===== config.mk =====
export PLATFORM = sky130hd
export DESIGN_NAME = pal_cfg_loader
export DESIGN_NICKNAME = d
export VERILOG_FILES = /design/src/rtl/pal_cfg_loader.sv
export SDC_FILE = /design/constraint.sdc
export NUM_CORES = 1
export LEC_CHECK = 0
export BUFFER_PORTS_ARGS = -buffer_cell sky130_fd_sc_hd__buf_2
export CAP_MARGIN = 40
export CORE_ASPECT_RATIO = 0.75
export CORE_MARGIN = 2
export CORE_UTILIZATION = 46
export DETAILED_ROUTE_END_ITERATION = 8
export PLACE_DENSITY = 0.69
export SLEW_MARGIN = 20
export SYNTH_ARGS = -nofsm -noshare
export SYNTH_HDL_FRONTEND = slang
export SYNTH_SLANG_ARGS = --single-unit

===== constraint.sdc =====
create_clock -name clk -period 1.5 [get_ports clk]
set_clock_uncertainty 0.1 [all_clocks]
set_input_delay 0.3 -clock clk [delete_from_list [all_inputs] [get_ports clk]]
set_output_delay 0.3 -clock clk [all_outputs]
set_load 0.03 [all_outputs]

===== src/rtl/pal_cfg_loader.sv =====
// Serial-to-parallel configuration loader for the PAL array: shifts a MSB-first stream into a shadow
// register and commits it atomically. Optional even-parity trailing bit enabled by PAL_CFG_PARITY_EN.
module pal_cfg_loader #(
  parameter  int N_INPUTS  = 8,
  parameter  int N_TERMS   = 12,
  parameter  int N_OUTPUTS = 4,
  localparam int CFG_BITS  = 2 * N_INPUTS * N_TERMS + N_TERMS * N_OUTPUTS
) (
  input  logic                clk,
  input  logic                rst,
  input  logic                load_start,
  input  logic                bit_valid,
  input  logic                bit_in,
  output logic [CFG_BITS-1:0] cfg_out,
  output logic                cfg_valid,
  output logic                cfg_done,
  output logic                busy,
  output logic                cfg_err
);

`ifdef PAL_CFG_PARITY_EN
  localparam int STREAM_LEN = CFG_BITS + 1;
`else
  localparam int STREAM_LEN = CFG_BITS;
`endif
  localparam int CNT_W = $clog2(CFG_BITS + 2);

  typedef enum logic [1:0] {
    IDLE   = 2'd0,
    SHIFT  = 2'd1,
    COMMIT = 2'd2
  } state_t;

  state_t              state_q, state_d;
  logic [CNT_W-1:0]    cnt_q, cnt_d;
  logic [CFG_BITS-1:0] shadow_q, shadow_d;
  logic [CFG_BITS-1:0] cfg_q, cfg_d;
  logic                valid_q, valid_d;
  logic                done_q, done_d;
`ifdef PAL_CFG_PARITY_EN
  logic                err_q, err_d;
  logic                par_q, par_d;
`endif

  always_ff @(posedge clk) begin
    if (rst) begin
      state_q  <= IDLE;
      cnt_q    <= '0;
      shadow_q <= '0;
      cfg_q    <= '0;
      valid_q  <= 1'b0;
      done_q   <= 1'b0;
`ifdef PAL_CFG_PARITY_EN
      err_q    <= 1'b0;
      par_q    <= 1'b0;
`endif
    end else begin
      state_q  <= state_d;
      cnt_q    <= cnt_d;
      shadow_q <= shadow_d;
      cfg_q    <= cfg_d;
      valid_q  <= valid_d;
      done_q   <= done_d;
`ifdef PAL_CFG_PARITY_EN
      err_q    <= err_d;
      par_q    <= par_d;
`endif
    end
  end

  always_comb begin
    state_d  = state_q;
    cnt_d    = cnt_q;
    shadow_d = shadow_q;
    cfg_d    = cfg_q;
    valid_d  = valid_q;
    done_d   = 1'b0;
`ifdef PAL_CFG_PARITY_EN
    err_d    = err_q;
    par_d    = par_q;
`endif
    case (state_q)
      IDLE: begin
        if (load_start) begin
          cnt_d   = '0;
          state_d = SHIFT;
`ifdef PAL_CFG_PARITY_EN
          err_d   = 1'b0;
`endif
        end
      end
      SHIFT: begin
        // A restart takes priority over a coincident data bit, which is dropped.
        if (load_start) begin
          cnt_d = '0;
`ifdef PAL_CFG_PARITY_EN
          err_d = 1'b0;
`endif
        end else if (bit_valid) begin
`ifdef PAL_CFG_PARITY_EN
          if (cnt_q < CNT_W'(CFG_BITS)) begin
            shadow_d = {shadow_q[CFG_BITS-2:0], bit_in};
          end else begin
            par_d = bit_in;
          end
`else
          shadow_d = {shadow_q[CFG_BITS-2:0], bit_in};
`endif
          cnt_d = cnt_q + CNT_W'(1);
          if (cnt_q == CNT_W'(STREAM_LEN - 1)) begin
            state_d = COMMIT;
          end
        end
      end
      COMMIT: begin
`ifdef PAL_CFG_PARITY_EN
        if ((^shadow_q) == par_q) begin
          cfg_d   = shadow_q;
          valid_d = 1'b1;
        end else begin
          err_d = 1'b1;
        end
`else
        cfg_d   = shadow_q;
        valid_d = 1'b1;
`endif
        done_d  = 1'b1;
        state_d = IDLE;
      end
      default: state_d = IDLE;
    endcase
  end

  assign cfg_out   = cfg_q;
  assign cfg_valid = valid_q;
  assign cfg_done  = done_q;
  assign busy      = (state_q != IDLE);
`ifdef PAL_CFG_PARITY_EN
  assign cfg_err   = err_q;
`else
  assign cfg_err   = 1'b0;
`endif

endmodule


==> metrics.cfg <==
[outcome]
outcome = complete, but fails checks
violations = setup timing

[pwr]
ir_drop_mv = 0.804
p_leak_nw = 10.0
power_density_nw_per_um2 = 1000

[global_route]
grt_pass1_vias = 14600
grt_max_degree = 78
grt_pass1_wl_um = 75800
grt_util_all_layers_pct = 24.6
antenna_found_initial = 1
globalRouteOverflowTotal = 0

[timing]
rsz0062_at_grt = yes
fin_crit_ps = 1800
fmax_mhz = 557
finalCritPeriodShare_pct = 120
maxSlewViolCount = 0
hold_slack_ps = 101
setup_ws_ps = -295
setup_viol = 628
hold_viol = 0

[final_layout]
area_growth_pct = 53.6
fin_util_pct = 72.3
mostFrequentLayoutCells = 710 x nand2_1, 447 x dfxtp_1, 271 x a21oi_1
layout-drive-gt1-share_pct = 41.2
regArea_um2 = 9910
nNetsFinal = 2488
multiInputGateArea_um2 = 8800
n_fill_cell = 2386
mostFrequentLayoutCell = nand2_1
fin_cells = 3017

[setup_path]
endpoint_kind = primary output
r2r_end = cfg_out[128]
crit_start = state_q[0]
critical_path.max_fanout = 2
worstPathRequired_ps = 1100
r2r_start = state_q[0]
critPathArrivalTime_ps = 1400
cp-endpoint = busy
ff2ff_setup_slack_ps = -240
startpoint_type = flip-flop
worst-setup-path-type = reg -> out
worst_r2r_path_depth = 8

[placement]
gp_congestion = 0.787
dpl.hpwl_um = 26100
place_inst = 2808
dp_slack_ps = -131
port-buffer-count = 247

[floorplanning]
die_x_um = 226
die-area_um2 = 38500
rows = 60
core_um2 = 36100
ios = 249
initial_utilization_pct = 47.0
die_y_um = 170

[cts]
cts.clk_slew.worst_paths_ps = 70
clockRootBuffer = clkbuf_16
cts.path.max_buffers = 3
insertion_delay_ps = 560
h-tree-depth = 2
cts_num_sinks = 492
cts_tree = yes
cts_buffers = 47

[logic_synthesis]
async_flop_share_pct = 0
syn_nets = 2165
synth_cell_type_count = 38
synth_cells = 2159
yosysSeqAreaShare_pct = 58.0
synth-main-ff-cell = dfxtp_1
avgSynthCellArea_um2 = 7.87
synth_edf_count = 0
syn_area_um2 = 17000
yosysWarnings = 0
ys_ff_latch = 492

[route]
routed-via-count = 16500
ant_nets = 0
wl_per_cell_um = 19.1
drt-vias-per-instance = 5.46
wl_um = 57600
first_pass_iters = 5
drtIter0Drc = 1385
drc = 0

[worst_hold_path]
holdCritPathClass = in -> reg

[job]
drv_cap = 0

-- metrics by stage --
stage	setup TNS [ps]	power, mW	instance area, µm²
after floorplan	-27.2	13.7	17000
after global placement	-9880	13.9	19200
after detailed placement	-22170	13.9	19200
after CTS	-47570	26.1	22900
after global routing	-94720	26.8	26100
final	-66650	26.1	26100
-- area by class of cell --
| type | count | area share (%) |
|---|---|---|
| inverters | 3 | 0.0432 |
| diodes | 2 | 0.0192 |
| well taps | 496 | 2.38 |
| clock inverters | 24 | 1.04 |
| repair buffers | 442 | 19.7 |
| clock buffers | 62 | 5.12 |
| flip-flops and latches | 492 | 38.0 |
| multi-input cells | 1496 | 33.7 |
-- how the worst min path moves through the flow --
stage / startpoint / endpoint / cells after the start
after floorplan: shadow_q[239] / cfg_out[239] / 2
after global placement: cfg_out[152] / cfg_out[152] / 2
after detailed placement: cfg_out[1] / cfg_out[1] / 2
after CTS: load_start / cnt_q[4] / 3
after global routing: load_start / cnt_q[4] / 3
final: load_start / cnt_q[4] / 3
-- cell families (layout without fill, tap and decap cells) --
family	after synthesis	after routing	share of synthesized area, %
and+or+nand+nor	992	993	22.5
AOI/OAI and AO/OA	500	500	14.9
DFF	492	492	58.0
buffers and inverters	172	531	4.39
adders and majority gates	1	1	0.0737
other	1	3	0.0221
muxes	1	1	0.0589
-- cell usage after synthesis (3+ instances only) --
library cell,instances,area (µm²)
a21oi_1,484,2420
clkbuf_1,97,364
or4_1,5,37.5
nand3_1,3,15.0
buf_2,68,340
inv_1,3,11.3
dfxtp_1,492,9850
o21ai_0,3,15.0
nand2_1,962,3610
o211ai_1,4,30.0
o31ai_1,3,22.5
nor2_1,5,18.8
-- power by group --
group | internal (mW) | total [mW] | switching, mW
combinational | 0.231 | 0.725 | 0.494
clock | 7.17 | 12.3 | 5.17
sequential | 13.1 | 13.1 | 0.00299
-- registers in the layout, summed over array words and instances, names as in the netlist --
register,flops
cfg_out,240
shadow_q,240
cnt_q,8
state_q,2
cfg_done,1
cfg_valid,1
-- critical path, stage by stage (launching register included) --
cell     delay, ps
dfxtp_4        350
buf_6          110
or2_4          230
buf_6          140
-- repair_timing --
item	in CTS	in global routing
buffers inserted	30	39
hold buffers	2	0
cloned	42	31
pin swaps	4	333
endpoints found under the setup margin	578	680
gates resized for setup	226	703
endpoints found under the hold margin	17	0
-- metal layers --
metal / global-route usage, % / share of wire [%] / wire length, µm
met1: 32.1 / 41 / 23400
met2: 41.3 / 49 / 28300
met3: 4.18 / 6.7 / 3840
met4: 8.29 / 3.5 / 1990
met5: 0 / 0 / 0
Note: power is estimated with default switching activity, not from simulation.
